==> src/rtl/vga_fb_writer_if.sv <==
// vga_fb_writer_if: CPU write port and framebuffer write port of the VGA framebuffer bridge.
interface vga_fb_writer_if #(parameter int CNT_W = 16);
  logic             bus_valid;
  logic             bus_ready;
  logic [31:0]      bus_addr;
  logic [31:0]      bus_data;
  logic [3:0]       bus_strb;
  logic             fb_we;
  logic [18:0]      fb_addr;
  logic [23:0]      fb_data;
  logic [2:0]       fb_mask;
  logic             fb_ok;
  logic             busy;
  logic [CNT_W-1:0] drop_cnt;
  modport master (
    output bus_valid, bus_addr, bus_data, bus_strb, fb_ok,
    input  bus_ready, fb_we, fb_addr, fb_data, fb_mask, busy, drop_cnt
  );
  modport slave (
    input  bus_valid, bus_addr, bus_data, bus_strb, fb_ok,
    output bus_ready, fb_we, fb_addr, fb_data, fb_mask, busy, drop_cnt
  );
endinterface

==> src/rtl/vga_fb_writer.sv <==
// vga_fb_writer: decodes CPU pixel writes, queues them in a small FIFO and replays them to the framebuffer.
module vga_fb_writer #(
  parameter logic [3:0] BASE_NIBBLE = 4'h5,
  parameter int         H_RES       = 640,
  parameter int         V_RES       = 480,
  parameter int         DEPTH       = 4,
  parameter int         CNT_W       = 16
) (
  input logic              clk,
  input logic              clrn,
  vga_fb_writer_if.slave   io
);
  localparam int AW = $clog2(DEPTH);
  localparam logic [19:0] PIX = 20'(H_RES * V_RES);
  typedef enum logic {IDLE, WRITE} state_t;
  state_t           state_q, state_d;
  logic [45:0]      mem_q [DEPTH];
  logic [AW:0]      wr_ptr_q, wr_ptr_d, rd_ptr_q, rd_ptr_d;
  logic [18:0]      addr_q, addr_d;
  logic [23:0]      data_q, data_d;
  logic [2:0]       mask_q, mask_d;
  logic [CNT_W-1:0] drop_q, drop_d;
  logic             empty, full, xfer, keep, push, pop;
  logic [45:0]      head;
  logic             unused_bits;
  assign empty = wr_ptr_q == rd_ptr_q;
  assign full  = (wr_ptr_q[AW] != rd_ptr_q[AW]) && (wr_ptr_q[AW-1:0] == rd_ptr_q[AW-1:0]);
  assign xfer  = io.bus_valid && !full;
  assign keep  = io.bus_addr[31:28] == BASE_NIBBLE && {1'b0, io.bus_addr[20:2]} < PIX && |io.bus_strb[2:0];
  assign push  = xfer && keep;
  // a new head can be loaded whenever the port is free or the current write completes
  assign pop   = !empty && (state_q == IDLE || io.fb_ok);
  assign head  = mem_q[rd_ptr_q[AW-1:0]];
  assign unused_bits = ^{io.bus_addr[27:21], io.bus_addr[1:0], io.bus_data[31:24], io.bus_strb[3]};
  always_comb begin
    state_d  = state_q;
    addr_d   = addr_q;
    data_d   = data_q;
    mask_d   = mask_q;
    wr_ptr_d = wr_ptr_q + (AW+1)'(push);
    rd_ptr_d = rd_ptr_q + (AW+1)'(pop);
    drop_d   = (xfer && !keep && ~&drop_q) ? drop_q + 1'b1 : drop_q;
    if (pop) begin
      state_d = WRITE;
      {addr_d, data_d, mask_d} = head;
    end else if (state_q == WRITE && io.fb_ok) begin
      state_d = IDLE;
    end
  end
  always_ff @(posedge clk) begin
    if (!clrn) begin
      state_q  <= IDLE;
      wr_ptr_q <= '0;
      rd_ptr_q <= '0;
      addr_q   <= '0;
      data_q   <= '0;
      mask_q   <= '0;
      drop_q   <= '0;
    end else begin
      state_q  <= state_d;
      wr_ptr_q <= wr_ptr_d;
      rd_ptr_q <= rd_ptr_d;
      addr_q   <= addr_d;
      data_q   <= data_d;
      mask_q   <= mask_d;
      drop_q   <= drop_d;
    end
  end
  always_ff @(posedge clk) begin
    if (push) mem_q[wr_ptr_q[AW-1:0]] <= {io.bus_addr[20:2], io.bus_data[23:0], io.bus_strb[2:0]};
  end
  assign io.bus_ready = !full;
  assign io.fb_we     = state_q == WRITE;
  assign io.fb_addr   = addr_q;
  assign io.fb_data   = data_q;
  assign io.fb_mask   = mask_q;
  assign io.busy      = !empty || state_q == WRITE;
  assign io.drop_cnt  = drop_q;
endmodule

==> src/flat_wrapper.sv <==
// flat-port wrapper written by rule: the top's interface ports become plain ports
module vga_fb_writer_flat 
#(
  parameter logic [3:0] BASE_NIBBLE = 4'h5,
  parameter int         H_RES       = 640,
  parameter int         V_RES       = 480,
  parameter int         DEPTH       = 4,
  parameter int         CNT_W       = 16
)
  (clk, clrn, io_bus_valid, io_bus_addr, io_bus_data, io_bus_strb, io_fb_ok, io_bus_ready, io_fb_we, io_fb_addr, io_fb_data, io_fb_mask, io_busy, io_drop_cnt);
  vga_fb_writer_if #(.CNT_W(CNT_W)) io_i ();
  input logic clk;
  input logic clrn;
  input wire logic [$bits(io_i.bus_valid)-1:0] io_bus_valid;
  input wire logic [$bits(io_i.bus_addr)-1:0] io_bus_addr;
  input wire logic [$bits(io_i.bus_data)-1:0] io_bus_data;
  input wire logic [$bits(io_i.bus_strb)-1:0] io_bus_strb;
  input wire logic [$bits(io_i.fb_ok)-1:0] io_fb_ok;
  output wire logic [$bits(io_i.bus_ready)-1:0] io_bus_ready;
  output wire logic [$bits(io_i.fb_we)-1:0] io_fb_we;
  output wire logic [$bits(io_i.fb_addr)-1:0] io_fb_addr;
  output wire logic [$bits(io_i.fb_data)-1:0] io_fb_data;
  output wire logic [$bits(io_i.fb_mask)-1:0] io_fb_mask;
  output wire logic [$bits(io_i.busy)-1:0] io_busy;
  output wire logic [$bits(io_i.drop_cnt)-1:0] io_drop_cnt;
  assign io_i.bus_valid = io_bus_valid;
  assign io_i.bus_addr = io_bus_addr;
  assign io_i.bus_data = io_bus_data;
  assign io_i.bus_strb = io_bus_strb;
  assign io_i.fb_ok = io_fb_ok;
  assign io_bus_ready = io_i.bus_ready;
  assign io_fb_we = io_i.fb_we;
  assign io_fb_addr = io_i.fb_addr;
  assign io_fb_data = io_i.fb_data;
  assign io_fb_mask = io_i.fb_mask;
  assign io_busy = io_i.busy;
  assign io_drop_cnt = io_i.drop_cnt;
  vga_fb_writer #(.BASE_NIBBLE(BASE_NIBBLE), .H_RES(H_RES), .V_RES(V_RES), .DEPTH(DEPTH), .CNT_W(CNT_W)) u_core (.clk(clk), .clrn(clrn), .io(io_i));
endmodule
==> config.mk <==
export PLATFORM = sky130hd
export DESIGN_NAME = vga_fb_writer_flat
export DESIGN_NICKNAME = d
export VERILOG_FILES = /design/src/rtl/vga_fb_writer_if.sv /design/src/rtl/vga_fb_writer.sv /design/src/flat_wrapper.sv
export SDC_FILE = /design/constraint.sdc
export NUM_CORES = 1
export LEC_CHECK = 0
export ABC_AREA = 0
export CAP_MARGIN = 20
export CORE_MARGIN = 5
export CORE_UTILIZATION = 54
export DETAILED_ROUTE_END_ITERATION = 8
export PLACE_DENSITY_LB_ADDON = 0.3
export SLEW_MARGIN = 10
export SYNTH_ARGS = -nofsm -noshare
export SYNTH_HDL_FRONTEND = slang
export SYNTH_SLANG_ARGS = --single-unit
==> constraint.sdc <==
create_clock -name clk -period 7.92 [get_ports clk]
set_clock_uncertainty 0.2 [all_clocks]
set_input_delay 2.376 -clock clk [delete_from_list [all_inputs] [get_ports clk]]
set_output_delay 2.376 -clock clk [all_outputs]
set_load 0.005 [all_outputs]
==> flow_metrics.tcl, run 1 <==
set metrics [dict create \
    fmax_mhz 185 \
    hold_end "u_core.io.fb_data[3]" \
    post-cts-setup-buffers 0 \
    slew_violations 0 \
    synth_ff_type "edfxtp_1" \
    reg2reg_depth 9 \
    cts_resized 0 \
    status "complete, no violations" \
    cts.htree.levels 1 \
    nets 781 \
    cp-end-kind "primary output" \
    die_area_mm2 0.0202 \
    viasPerCell 5.75 \
    drt_iter0_markers 332 \
    synth-seq-area-share_pct 73.1 \
    whs_path_depth 2 \
    start_kind "flip-flop" \
    critPathKind "flip-flop to primary output" \
    place_inst 902 \
    final_common_cell "edfxtp_1" \
    io-pin-count 137 \
    synth_seq_cells 253 \
    synthArstFlopShare_pct 0 \
    synth-edff-count 184 \
    maxCapViolations 0 \
    synth_cell_type_count 46 \
    r2r_setup_slack_ps 3690 \
    cts_root_buf "clkbuf_16" \
    cts_buffer_depth 3 \
    synthCells 581 \
    power.leakage_nw 3.69 \
    cts.sinks 253 \
    hold_path.class "flip-flop to flip-flop" \
    cts_buffers 25 \
    wl_per_cell_um 20.2 \
    r2r-start "u_core.rd_ptr_q[0]" \
    worstMarginPinSlew_ps 987 \
    clkTransAtPathRegs_ps 60 \
    maxSlewHeadroom_pct 34.1 \
    grt_usage_pct 19.2 \
    worst-path-max-fanout 48 \
    core_mm2 0.0172 \
    clk_latency_ps 500 \
    fin_setup_tns_ps 0 \
    die_y_um 142 \
    dr.pass1.iters 5 \
    via_count 5447 \
    dp_hpwl_mm 11.4 \
    ys_warn_count 0 \
    period_share_pct 68.2 \
    diodes 0 \
    crit_path_start "u_core.rd_ptr_q[0]" \
    drc 0 \
    synth.avg_cell_area_um2 16.3 \
    min_from "u_core.io.fb_data[3]" \
    rows 48 \
    cts_tree "done" \
    setup_viol_count_final 0 \
    synth_area_mm2 0.00944 \
    syn2layout_area_growth_pct 23.2 \
    grt_pass1_wl_mm 30.5 \
    layout_common_cells "184 x edfxtp_1, 118 x clkdlybuf4s50_1, 102 x nand2_1" \
    postCtsHoldBufs 0 \
    gp_congestion 0.820 \
    die_w_um 142 \
    grt_pass1_vias 5693 \
    overflow 0 \
    powerDensity_mw_per_mm2 261 \
    wirelength_mm 19.2 \
    io_buffers 118 \
    hold_viol_final 0 \
    grt_max_degree 49 \
    cp.required_ps 5340 \
    ir_worst_vdd_uv 185 \
    rsz0062_at_grt "false" \
    initial_utilization_pct 54.8 \
    synth_nets 658 \
    instances_no_fill 947 \
    n_fill_cell 1167 \
    antenna_found_initial 0 \
    drive_above_1_share_pct 14.5 \
    crit-reg2reg-capture "u_core.rd_ptr_q[2]" \
    antenna_left 0 \
    fin_crit_ps 5400 \
    critPathArrivalTime_ps 2820 \
]
-- cells in the mapped netlist, types with 4 or more instances --
cell | instances | area (um2)
ha_1 | 5 | 62.6
a21oi_1 | 58 | 290
or4_1 | 6 | 45.0
or3_1 | 5 | 31.3
nor2_1 | 5 | 18.8
and2_1 | 4 | 25.0
nand2b_1 | 7 | 43.8
mux4_2 | 46 | 1040
inv_1 | 5 | 18.8
edfxtp_1 | 184 | 5530
o31ai_1 | 9 | 67.6
nand4_1 | 5 | 31.3
nand2_1 | 102 | 383
clkbuf_1 | 13 | 48.8
buf_2 | 11 | 55.1
dfxtp_1 | 69 | 1380
-- cells by family (layout without fill, tap and decap cells) --
group	count (synthesis)	in the layout	synth area share (%)
buf+inv	38	179	2.03
xor+xnor	5	5	0.464
simple gates	152	152	7.67
flops	253	253	73.1
compound gates	79	79	4.74
fa+ha+maj	5	5	0.663
mux	49	49	11.3
-- layout make-up --
| class | count | area, um2 | share of cell area, % |
|---|---|---|---|
| Clock buffer | 33 | 696 | 5.98 |
| Clock inverter | 12 | 103 | 0.882 |
| Inverter | 6 | 22.5 | 0.194 |
| Multi-Input combinational cell | 290 | 2360 | 20.3 |
| Sequential cell | 253 | 6910 | 59.4 |
| Tap cell | 225 | 282 | 2.42 |
| Timing Repair Buffer | 128 | 1260 | 10.8 |
-- power breakdown --
group          switching [W]  total, W  internal (W)
clock               0.000461   0.00114      0.000678
sequential         0.0000611   0.00153       0.00147
combinational       0.000159  0.000366      0.000206
total               0.000682   0.00304       0.00236
-- per-layer routing --
| metal | vias up | GRT usage (%) | routed length, um |
|---|---|---|---|
| met2 | 198 | 32.4 | 9550 |
| met3 | 21 | 3.63 | 1450 |
| met1 | 2753 | 26.3 | 7940 |
| li1 | 2475 | - | - |
| met4 | 0 | 4.24 | 241 |
| met5 | - | 0 | 0 |
-- critical path, cell delays in order (launching register included) --
cell	delay [ps]
dfxtp_4	1010
xor2_1	220
nor3b_1	510
nand2b_1	120
clkdlybuf4s50_1	460
-- flip-flops by register name, indices dropped and copies added, names as in the netlist --
register	flops
u_core.io.fb_addr	19
u_core.rd_ptr_q	3
u_core.io.drop_cnt	16
u_core.io.fb_mask	3
u_core.mem_q	184
u_core.wr_ptr_q	3
u_core.io.fb_data	24
u_core.io.fb_we	1
-- stage by stage --
stage	total power (W)	area, um2	hold WS [ps]	utilization (%)	setup WS (ps)
after floorplan	0.00174	9440	253	-	742
after global placement	0.00192	10800	244	62.9	2310
after detailed placement	0.00194	10800	248	62.9	2240
after CTS	0.00307	11600	256	67.5	2420
after global routing	0.00316	11600	281	67.5	2290
final	0.00304	11600	252	67.5	2520
-- how the worst max path moves through the flow --
stage / to / slack [ps] / cells after the start
floorplan: u_core.mem_q[2][0] / 740 / 4
global placement: u_core.mem_q[3][22] / 2310 / 7
detailed placement: u_core.mem_q[3][16] / 2240 / 7
CTS: io_busy / 2420 / 4
global route: io_busy / 2290 / 4
finish: io_busy / 2520 / 4
Power figures use the tool's default switching activity.
==> run 2, diff against run 1 <==
--- a/config.mk
+++ b/config.mk
@@ -8,7 +8,7 @@
 export ABC_AREA = 0
 export CAP_MARGIN = 20
 export CORE_MARGIN = 5
-export CORE_UTILIZATION = 54
+export CORE_UTILIZATION = 49
 export DETAILED_ROUTE_END_ITERATION = 8
 export PLACE_DENSITY_LB_ADDON = 0.3
 export SLEW_MARGIN = 10
==> constraint.sdc (replaced) <==
create_clock -name clk -period 4.4 [get_ports clk]
set_clock_uncertainty 0.2 [all_clocks]
set_input_delay 1.32 -clock clk [delete_from_list [all_inputs] [get_ports clk]]
set_output_delay 1.32 -clock clk [all_outputs]
set_load 0.005 [all_outputs]
==> flow_metrics.tcl, run 2 (synthesis gave the netlist of run 1 again) <==
set metrics [dict create \
    status "complete, no violations" \
    maxSlewHeadroom_pct 36.7 \
    path_delay_family "simple AND/OR/NAND/NOR gates" \
    initial_utilization_pct 50.1 \
    rsz0062_at_grt "false" \
    whs_path_depth 2 \
    post_dp_cell_area_mm2 0.0110 \
    maxCapViolations 0 \
    wl_per_cell_um 19.8 \
    die_y_um 149 \
    multi_input_area_mm2 0.00238 \
    drc 0 \
    start_kind "flip-flop" \
    core_mm2 0.0188 \
    diodes 0 \
    grt_usage_pct 17.7 \
    path_depth 4 \
    io-pin-count 137 \
    cts_tree "done" \
    antenna_left 0 \
    cts.sinks 253 \
    stdcell_area_mm2 0.0118 \
    grtUsageMet3_pct 3.40 \
    grt_pass1_wl_mm 30.8 \
    hold_path.class "flip-flop to flip-flop" \
    viasPerCell 5.47 \
    layout_common_cells "184 x edfxtp_1, 118 x clkdlybuf4s50_1, 102 x nand2_1" \
    grt_use_met1_pct 22.7 \
    die_area_mm2 0.0221 \
    via_count 5403 \
    p_total_w 0.00552 \
    cts_root_buf "clkbuf_16" \
    nets 786 \
    cts_buffers 25 \
    drt_iter0_markers 275 \
    clkTransAtPathRegs_ps 60 \
    io_buffers 118 \
    syn2layout_area_growth_pct 25.3 \
    slew_violations 0 \
    ir_worst_vdd_uv 367 \
    cts.htree.levels 1 \
    antenna_found_initial 0 \
    n_fill_cell 1350 \
    cp.required_ps 2880 \
    dr.pass1.iters 5 \
    gp_congestion 0.812 \
    critPathKind "flip-flop to primary output" \
    dp_hpwl_mm 11.8 \
    grt.busiest_layer "met2" \
    rows 50 \
    final_common_cell "edfxtp_1" \
    post-cts-setup-buffers 0 \
    cpPeakStageDelay_ps 520 \
    crit_slowest_cell "dfxtp_1" \
    fin_crit_ps 3720 \
    critPathBufInv 1 \
    fmax_mhz 269 \
    cp-end-kind "primary output" \
    grt_max_degree 48 \
    regArea_mm2 0.00691 \
    grt.met2_usage_pct 31.6 \
    reg2reg_depth 7 \
    overflow 0 \
    grt_pass1_vias 5703 \
    die_w_um 149 \
    pre_cts_ws_ps 341 \
    critPathArrivalTime_ps 2200 \
    wirelength_mm 19.5 \
    worstMarginPinSlew_ps 949 \
    hold_viol_final 0 \
    powerDensity_mw_per_mm2 467 \
    cts_resized 0 \
    drive_above_1_share_pct 16.0 \
    instances_no_fill 987 \
    setup_viol_count_final 0 \
    largest_reg_flops 184 \
    cts_buffer_depth 3 \
    clk_latency_ps 500 \
    worst_slack_ps 684 \
    postCtsHoldBufs 0 \
    crit_chain "xor2_1 > nor3b_1 > nand2b_1 > clkdlybuf4s50_1" \
    place_inst 942 \
    power.leakage_nw 3.75 \
    worst-path-max-fanout 6 \
    fin_setup_tns_ps 0 \
    period_share_pct 84.5 \
]
## run 2: path summary, 6_finish.rpt
kind,from,to,slack (ps)
hold / removal,u_core.io.fb_addr[8],u_core.io.fb_addr[8],250
setup reg to reg,u_core.wr_ptr_q[1],u_core.rd_ptr_q[1],1780
hold reg to reg,u_core.io.fb_addr[8],u_core.io.fb_addr[8],250
setup / recovery,u_core.wr_ptr_q[1],io_busy,680
## run 2: cell type report
type                            instances  area share [%]
Clock buffer                           32            5.93
Multi-Input combinational cell        290            20.1
Sequential cell                       253            58.4
Inverter                                6           0.190
Clock inverter                         13            1.11
Tap cell                              260            2.75
Timing Repair Buffer                  133            11.5
## run 2: worst reg2reg max path, cell delays in order (launching register included)
cell and delay (ps):
dfxtp_1 520, xor2_1 160, nor3b_1 470, nand2b_2 230
inv_2 230, ha_1 290, ha_1 260, and2_1 150
## run 2: power by group
part,switching [W],internal [W],total (W)
sequential,0.0000570,0.00265,0.00271
clock,0.000844,0.00125,0.00209
combinational,0.000346,0.000378,0.000723
total,0.00125,0.00427,0.00552
## run 2: per-layer routing
layer  wire length, um  vias to the layer above
met3              1380                       29
met4               323                        0
met5                 0                        -
met1              7700                     2707
li1                  -                     2481
met2             10100                      186
## run 2: stage by stage
| stage | util, % | hold slack, ps |
|---|---|---|
| 6_report | 62.8 | 254 |
| 5_1_grt | 62.8 | 271 |
| 4_1_cts | 62.8 | 255 |
| 3_5_place_dp | 58.4 | 247 |
| 3_3_place_gp | 58.4 | 244 |
| 2_1_floorplan | - | 253 |
